### src/rtl/keyboard_pkg.sv
// Shared constants, FSM state type and helpers for the digit-keyboard debouncer.
package keyboard_pkg;

   localparam int KEY_W                   = 10;
   localparam int DEFAULT_DEBOUNCE_CYCLES = 4;
   localparam int DEFAULT_REPEAT_CYCLES   = 8;

   typedef enum logic [1:0] {
      IDLE     = 2'd0,
      DEBOUNCE = 2'd1,
      PRESSED  = 2'd2,
      RELEASE  = 2'd3
   } key_state_t;

   // A press is only a candidate when exactly one digit line is active.
   function automatic logic is_one_hot(input logic [KEY_W-1:0] keys);
      return $onehot(keys);
   endfunction

endpackage

### src/rtl/sync_2ff.sv
// Two-flop synchroniser for asynchronous input lines; output lags the input by two clocks.
module sync_2ff #(
   parameter int WIDTH = 1
) (
   input  logic             clk,
   input  logic             rst_n,
   input  logic [WIDTH-1:0] d,
   output logic [WIDTH-1:0] q
);

   logic [WIDTH-1:0] meta;

   always_ff @(posedge clk or negedge rst_n) begin
      if (!rst_n) begin
         meta <= '0;
         q    <= '0;
      end else begin
         meta <= d;
         q    <= meta;
      end
   end

endmodule

### src/rtl/keyboard_debounce.sv
// Debounces ten raw digit-key lines into a registered one-hot key plus a press strobe.
// Defining KEY_REPEAT_EN adds auto-repeat strobes while a key stays pressed.
module keyboard_debounce
   import keyboard_pkg::*;
#(
   parameter int DEBOUNCE_CYCLES = DEFAULT_DEBOUNCE_CYCLES,
   parameter int REPEAT_CYCLES   = DEFAULT_REPEAT_CYCLES
) (
   input  logic             clk,
   input  logic             rst_n,
   input  logic [KEY_W-1:0] key_raw,
   output logic [KEY_W-1:0] key_out,
   output logic             key_valid,
   output logic             key_busy
);

   localparam int              CNT_W    = $clog2(DEBOUNCE_CYCLES + 1);
   localparam logic [CNT_W-1:0] CNT_LAST = CNT_W'(DEBOUNCE_CYCLES - 1);

   generate
      if ((DEBOUNCE_CYCLES < 1) || (DEBOUNCE_CYCLES > 255) || (REPEAT_CYCLES < 1)) begin : g_bad_params
         $error("keyboard_debounce: DEBOUNCE_CYCLES must be 1..255 and REPEAT_CYCLES at least 1");
      end
   endgenerate

   logic [KEY_W-1:0] key_sync;
   key_state_t       state_q, state_d;
   logic [KEY_W-1:0] cand_q, cand_d;
   logic [CNT_W-1:0] cnt_q, cnt_d;
   logic [KEY_W-1:0] key_out_d;
   logic             key_valid_d;

`ifdef KEY_REPEAT_EN
   localparam int              REP_W    = $clog2(REPEAT_CYCLES + 1);
   localparam logic [REP_W-1:0] REP_LAST = REP_W'(REPEAT_CYCLES - 1);

   logic [REP_W-1:0] rep_cnt_q, rep_cnt_d;
`endif

   sync_2ff #(
      .WIDTH (KEY_W)
   ) u_sync (
      .clk   (clk),
      .rst_n (rst_n),
      .d     (key_raw),
      .q     (key_sync)
   );

   always_ff @(posedge clk or negedge rst_n) begin
      if (!rst_n) begin
         state_q   <= IDLE;
         cand_q    <= '0;
         cnt_q     <= '0;
         key_out   <= '0;
         key_valid <= 1'b0;
`ifdef KEY_REPEAT_EN
         rep_cnt_q <= '0;
`endif
      end else begin
         state_q   <= state_d;
         cand_q    <= cand_d;
         cnt_q     <= cnt_d;
         key_out   <= key_out_d;
         key_valid <= key_valid_d;
`ifdef KEY_REPEAT_EN
         rep_cnt_q <= rep_cnt_d;
`endif
      end
   end

   // Once a key is accepted, any change (even to another single key) must be
   // followed by a full quiet period before the next press can start.
   always_comb begin
      state_d     = state_q;
      cand_d      = cand_q;
      cnt_d       = cnt_q;
      key_out_d   = key_out;
      key_valid_d = 1'b0;
`ifdef KEY_REPEAT_EN
      rep_cnt_d   = rep_cnt_q;
`endif
      case (state_q)
         IDLE: begin
            if (is_one_hot(key_sync)) begin
               cand_d  = key_sync;
               cnt_d   = '0;
               state_d = DEBOUNCE;
            end
         end
         DEBOUNCE: begin
            if (key_sync != cand_q) begin
               state_d = IDLE;
            end else if (cnt_q == CNT_LAST) begin
               state_d     = PRESSED;
               key_out_d   = cand_q;
               key_valid_d = 1'b1;
`ifdef KEY_REPEAT_EN
               rep_cnt_d   = '0;
`endif
            end else begin
               cnt_d = cnt_q + CNT_W'(1);
            end
         end
         PRESSED: begin
            if (key_sync != cand_q) begin
               state_d = RELEASE;
               cnt_d   = '0;
            end
`ifdef KEY_REPEAT_EN
            else if (rep_cnt_q == REP_LAST) begin
               key_valid_d = 1'b1;
               rep_cnt_d   = '0;
            end else begin
               rep_cnt_d = rep_cnt_q + REP_W'(1);
            end
`endif
         end
         RELEASE: begin
            if (key_sync != '0) begin
               cnt_d = '0;
            end else if (cnt_q == CNT_LAST) begin
               state_d   = IDLE;
               key_out_d = '0;
            end else begin
               cnt_d = cnt_q + CNT_W'(1);
            end
         end
         default: begin
            state_d = IDLE;
         end
      endcase
   end

   always_comb begin
      key_busy = (state_q != IDLE);
   end

endmodule

### config.mk
export PLATFORM = sky130hd
export DESIGN_NAME = keyboard_debounce
export DESIGN_NICKNAME = d
export VERILOG_FILES = /design/src/rtl/keyboard_pkg.sv /design/src/rtl/sync_2ff.sv /design/src/rtl/keyboard_debounce.sv
export SDC_FILE = /design/constraint.sdc
export NUM_CORES = 1
export LEC_CHECK = 0
export CAP_MARGIN = 15
export CORE_MARGIN = 4
export CORE_UTILIZATION = 55
export DETAILED_ROUTE_END_ITERATION = 6
export PLACE_DENSITY = 0.87
export SETUP_SLACK_MARGIN = 0.15
export SLEW_MARGIN = 20
export SYNTH_ARGS = -nofsm -noshare
export SYNTH_HDL_FRONTEND = slang
export SYNTH_SLANG_ARGS = --single-unit
### constraint.sdc
create_clock -name clk -period 11.4 [get_ports clk]
set_input_delay 1.71 -clock clk [delete_from_list [all_inputs] [get_ports clk]]
set_output_delay 1.71 -clock clk [all_outputs]
set_load 0.005 [all_outputs]
==> key figures <==
Detailed routing
  • DR vias/cell: 5.34
  • Routed WL: 3.45 mm
  • First-pass detailed-route iteration total: 4
  • DRC viols: 0
  • Detailed Route Iter0 Violations: 74
  • Post-DR wirelength/cell: 15.1 um
  • Routed Antenna Nets: 0
  • DR vias: 1218

Synth
  • Seq cells post-synth: 46
  • Synth area leaders: dfrtp_1 (59%), fa_1 (6.2%), xnor2_1 (4.5%)
  • Area leader, netlist: dfrtp_1
  • Synth unique cells: 33
  • Synth Area per Inst: 12.7 um^2
  • Synthesized area: 1940 um^2
  • Synth Flop Type: dfrtp_1
  • Mapped Cells: 153
  • Post-synth EDFFs: 0
  • Syn_nets: 175
  • Proportion of netlist area held by the largest area contributor: 0.593
  • Sequential cell area fraction in the yosys report: 0.593
  • Post-synth ARST share: 1.00
  • Yosys Warn Count: 0

Placement
  • Gpl congestion: 0.962
  • Dpl cell area: 2210 um^2
  • Placed Instances: 220
  • I/O Buffers: 23
  • DP HPWL: 2.81 mm
  • Setup slack after placement: 7.15 ns

Power
  • Power per cell area: 186 nW/um^2
  • Switch share: 0.329
  • Clock power share: 0.205
  • Sequential power share: 0.503
  • Combinational share of power: 0.292
  • Internal power: 0.286 mW
  • Static leakage: 1.06 nW
  • Worst vdd ir: 0.0910 mV
  • Net Switching: 0.140 mW

Critical path
  • FF-to-FF End: cnt_q[2]
  • Worst EP required: 11.64 ns
  • Crit-path max FO: 16
  • Setup crit end kind: flip-flop
  • Worst EP arrival: 4.50 ns
  • R2R cell count: 13
  • Worst r2r src: u_sync.q[5]
  • Critical path startpoint category: flip-flop
  • CP Class: reg -> reg
  • Reg2reg setup slack: 7.14 ns

Cells and area
  • Fraction of layout cells with a size suffix above 1: 0.0879
  • Final instance count without filler cells: 228
  • Final core occ: 0.682
  • Nets: 203
  • Design area: 2290 um^2
  • Area growth from synthesis to layout: 18.1%
  • Ant. Diodes: 0

STA
  • Final setup skew: 0.00910 ns
  • RSZ-0062 raised after global routing: false
  • Fin crit share: 0.374
  • Worst setup margin: 7.14 ns
  • Actual slew at the worst max-slew pin: 0.592 ns
  • Maximum operating frequency: 235 MHz
  • Pins over their slew limit: 0
  • Final setup vio count: 0
  • Tmin final: 4.26 ns
  • Fin. Hold Viols: 0
  • Relative slew margins: 0.605
  • Sum Neg Setup Slack: 0 ns

Hold path
  • Hold Path Origin: u_sync.meta[8]
  • Worst hold-check path type: reg -> reg
  • Hold path cells: 0
  • Worst Hold Endpoint: u_sync.q[8]

GRT
  • Vias in the first global route: 1326
  • Initial antenna violation count: 0
  • Total gr overflow: 0
  • Global Route Usage Sum: 0.179
  • First-pass GRT wire length: 5.89 mm
  • Largest net degree at the start of global routing: 47

Outcome
  • Status: finished, final reports clean

Floorplanning
  • Num ports: 24
  • Initial Util: 0.577
  • Site row count: 21
  • Die width: 67.4 um
  • Die area: 4540 um^2
  • Core footprint: 3360 um^2
  • Die H: 67.4 um

Clock tree
  • Clock tree from TritonCTS: done
  • Clk root buf: clkbuf_4
  • Setup Buffers After CTS: 0
  • # H-tree levels: 2
  • Sink Count: 46
  • Reg clk slew, reported paths: 0.11 ns
  • Clock Path Buffers: 2
  • Clock Latency Late Sink: 0.34 ns
  • Hold-fix buffers, CTS: 0
  • Post-CTS Resized: 0
  • CTS buffer count: 5

Flow run
  • Max-cap violations: 0
==> cell families (layout without fill, tap and decap cells) <==
logic type,Yosys count,in the layout,synth area share
buf+inv,18,47,0.0374
xor+xnor,10,10,0.0451
mux,1,1,0.00580
compound gates,28,28,0.133
fa+ha+maj,10,10,0.0877
simple gates,40,40,0.0980
flops,46,46,0.593
==> worst max-delay path, stage by stage, from the launching register on <==
cell and delay [ns]:
dfrtp_1 0.48, fa_1 0.51, fa_1 0.49, inv_1 0.05
fa_1 0.43, inv_1 0.07, ha_1 0.20, inv_1 0.07
fa_1 0.41, a2111oi_4 0.40, o2111ai_2 0.39, o311a_1 0.30
a21o_1 0.19, o21a_1 0.18
==> power by group through the flow <==
stage | Clock (mW) | Sequential (mW) | Combinational [mW]
2_1_floorplan | 0 | 0.210 | 0.0917
3_3_place_gp | 0 | 0.215 | 0.113
3_5_place_dp | 0 | 0.217 | 0.125
4_1_cts | 0.0912 | 0.214 | 0.126
5_1_grt | 0.0967 | 0.218 | 0.139
6_report | 0.0875 | 0.214 | 0.125
==> per-stage QoR <==
step,hold WS [ns],power (mW)
global route,0.369,0.453
global placement,0.331,0.328
detailed placement,0.335,0.343
floorplan,0.331,0.301
CTS,0.362,0.431
finish,0.359,0.426
==> metal layers <==
| metal | up-vias | track usage | part of all wire | wire, um |
|---|---|---|---|---|
| met5 | - | 0 | 0 | 0 |
| met4 | 0 | 0.122 | 0.042 | 146 |
| met3 | 15 | 0.0383 | 0.043 | 149 |
| met2 | 41 | 0.313 | 0.51 | 1780 |
| met1 | 583 | 0.193 | 0.40 | 1380 |
| li1 | 579 | - | - | - |
==> cell usage after synthesis, types with 2 or more instances <==
cell and n:
dfrtp_1 46, and2_1 2, nand4_1 3, a211oi_2 2, nor2_1 6, inv_1 16, fa_1 6, a22o_1 8
xnor2_1 10, o21ai_0 6, ha_1 4, nand2_1 23
==> state kept, by name (all words and copies together) (netlist names), named ones only <==
register / count
cand_q: 10
cnt_q: 3
key_out: 10
key_valid: 1
state_q: 1
u_sync.meta: 10
u_sync.q: 10
==> area by class of cell <==
cell class	count	area [um^2]
Timing Repair Buffer	23	228
Multi-Input combinational cell	89	717
Sequential cell	46	1150
Tap cell	46	57.6
Clock buffer	8	78.8
Fill cell	264	1070
Inverter	16	60.1
==> placed cells by master, fill, tap and decap left out, types with 2 or more instances in the layout <==
| cell | synthesis | final |
|---|---|---|
| nand2_1 | 23 | 23 |
| clkbuf_8 | 0 | 3 |
| inv_1 | 16 | 16 |
| fa_1 | 6 | 6 |
| o21ai_0 | 6 | 6 |
| nor2_1 | 6 | 6 |
| and2_1 | 2 | 2 |
| nand4_1 | 3 | 3 |
| xnor2_1 | 10 | 10 |
| clkdlybuf4s50_1 | 0 | 22 |
| clkbuf_4 | 0 | 5 |
| ha_1 | 4 | 4 |
| dfrtp_1 | 46 | 46 |
| a211oi_2 | 2 | 2 |
| a22o_1 | 8 | 8 |
==> worst max path at each step <==
stage                     slack, ns   startpoint  cells past startpoint  endpoint
after floorplan                7.57  u_sync.q[0]                     13  cnt_q[2]
after global placement         7.29  u_sync.q[5]                     13  cnt_q[2]
after detailed placement       7.15  u_sync.q[5]                     13  cnt_q[0]
after CTS                      7.13  u_sync.q[5]                     13  cnt_q[0]
after global routing           6.87  u_sync.q[5]                     13  cnt_q[0]
final                          7.14  u_sync.q[5]                     13  cnt_q[2]
No activity file was read; power rests on OpenSTA's default activity.
==> patch: new RTL, same flow settings <==
The option `KEY_REPEAT_EN` is turned on by a define.
--- a/src/rtl/keyboard_debounce.sv
+++ b/src/rtl/keyboard_debounce.sv
@@ -2,2 +2,4 @@
 // Defining KEY_REPEAT_EN adds auto-repeat strobes while a key stays pressed.
+`define KEY_REPEAT_EN
+
 module keyboard_debounce
Behaviour: no difference found for any inputs over 10 cycles, from zero or initial values and one cycle with rst_n low; that may be too few to reach the edited logic, so the function may still have changed.
==> patch against the unedited design <==
- sequential cell count is 4 higher
- design area grew 14%
- non-clock buffer count unchanged
- combinational power is 9.6% higher
- global-route usage shrank 1.1 points
- worst setup slack improved by 0.056 ns
- synthesized area grew 15%
- clock power up 22%
- power rose by 11%
- routed wire length rose by 12%
- highest routed layer unchanged
==> patch: results (changes against the unedited design) <==
\begin{tabular}{lr}
\hline
Metric & Value \\
\hline
\multicolumn{2}{l}{\textbf{Logic synthesis}} \\
Cell types with the largest area share after synthesis & sky130\_fd\_sc\_hd\_\_dfrtp\_1 56\%, sky130\_fd\_sc\_hd\_\_fa\_1 5.4\%, sky130\_fd\_sc\_hd\_\_ha\_1 5.0\% (was sky130\_fd\_sc\_hd\_\_dfrtp\_1 59\%, sky130\_fd\_sc\_hd\_\_fa\_1 6.2\%, sky130\_fd\_sc\_hd\_\_xnor2\_1 4.5\%) \\
Post-synthesis xor/xnor area fraction & 3.92\% (was 4.51\%) \\
Commonest cells in the netlist & 50 x sky130\_fd\_sc\_hd\_\_dfrtp\_1, 18 x sky130\_fd\_sc\_hd\_\_inv\_1, 11 x sky130\_fd\_sc\_hd\_\_nand2\_1 (was 46 x sky130\_fd\_sc\_hd\_\_dfrtp\_1, 23 x sky130\_fd\_sc\_hd\_\_nand2\_1, 16 x sky130\_fd\_sc\_hd\_\_inv\_1) \\
Multiplexer fraction of the synthesized cell area & 5.04\% (was 0.580\%) \\
Number of distinct library cell variants in the gate-level netlist after synthesis & 36 (was 33) \\
\multicolumn{2}{l}{\textbf{Placement}} \\
Gpl congestion & 0.831 (was 0.962) \\
Worst-case setup slack after placement & 7.18 ns (was 7.15 ns) \\
\multicolumn{2}{l}{\textbf{Pwr}} \\
Fraction of power spent switching nets & 32.8\% (was 32.9\%) \\
Leakage power total & 1.20 nW (was 1.06 nW) \\
\multicolumn{2}{l}{\textbf{Detailed routing}} \\
Detailed-routed wire length on met2 & 2000 um (was 1780 um) \\
Starting DRC count in detailed routing & 83 (was 74) \\
Routed WL & 3850 um (was 3450 um) \\
Total number of vias & 1,377 (was 1,218) \\
Metal-1 WL & 1610 um (was 1380 um) \\
Routed wl met3 & 199 um (was 149 um) \\
\multicolumn{2}{l}{\textbf{Global route}} \\
Vias in the first global route & 1,472 (was 1,326) \\
Met1 track utilization from global routing & 20.1\% (was 19.3\%) \\
Total track usage & 16.8\% (was 17.9\%) \\
\multicolumn{2}{l}{\textbf{Critical path}} \\
R2R depth & 14 (was 13) \\
\multicolumn{2}{l}{\textbf{Timing}} \\
Achievable frequency & 238 MHz (was 235 MHz) \\
Final Hold Slack & 0.355 ns (was 0.359 ns) \\
Headroom to the max-slew limit & 40.1\% (was 60.5\%) \\
\multicolumn{2}{l}{\textbf{Finish}} \\
Nets & 230 (was 203) \\
Filler Cells Inserted & 246 (was 264) \\
Share of cells above drive strength 1 & 13.7\% (was 8.79\%) \\
\multicolumn{2}{l}{\textbf{Status}} \\
Run status & complete, no violations (unchanged) \\
\hline
\end{tabular}
==> patch: worst paths after layout <==
kind                                          startpoint                     to
min in group asynchronous                          rst_n   cnt_q[0]$_DFFE_PN0P_
worst min register to register  u_sync.meta[9]$_DFF_PN0_  u_sync.q[9]$_DFF_PN0_
worst min-delay path            u_sync.meta[9]$_DFF_PN0_  u_sync.q[9]$_DFF_PN0_
max in group asynchronous                          rst_n  u_sync.q[5]$_DFF_PN0_
worst max-delay path               u_sync.q[0]$_DFF_PN0_   cnt_q[1]$_DFFE_PN0P_
worst max register to register     u_sync.q[0]$_DFF_PN0_   cnt_q[1]$_DFFE_PN0P_
==> patch: layout make-up <==
| cell class | instances | area (um^2) | share of cell area, % |
|---|---|---|---|
| Clock buffer | 5 | 68.8 | 2.63 |
| Clock inverter | 3 | 28.8 | 1.10 |
| Inverter | 18 | 67.6 | 2.58 |
| Multi-Input combinational cell | 105 | 917 | 35.0 |
| Sequential cell | 50 | 1250 | 47.7 |
| Tap cell | 48 | 60.1 | 2.29 |
| Timing Repair Buffer | 23 | 228 | 8.69 |
==> patch: critical path: stages, from the launching register on <==
cell	delay [ns]
sky130_fd_sc_hd__dfrtp_1	0.44
sky130_fd_sc_hd__fa_1	0.51
sky130_fd_sc_hd__fa_1	0.51
sky130_fd_sc_hd__inv_1	0.05
sky130_fd_sc_hd__fa_1	0.43
sky130_fd_sc_hd__inv_1	0.07
sky130_fd_sc_hd__ha_1	0.21
sky130_fd_sc_hd__inv_1	0.08
sky130_fd_sc_hd__fa_1	0.42
sky130_fd_sc_hd__a2111oi_4	0.35
sky130_fd_sc_hd__o211ai_2	0.14
sky130_fd_sc_hd__and2_4	0.18
sky130_fd_sc_hd__a21o_1	0.18
sky130_fd_sc_hd__or4_4	0.42
sky130_fd_sc_hd__o21ai_1	0.14
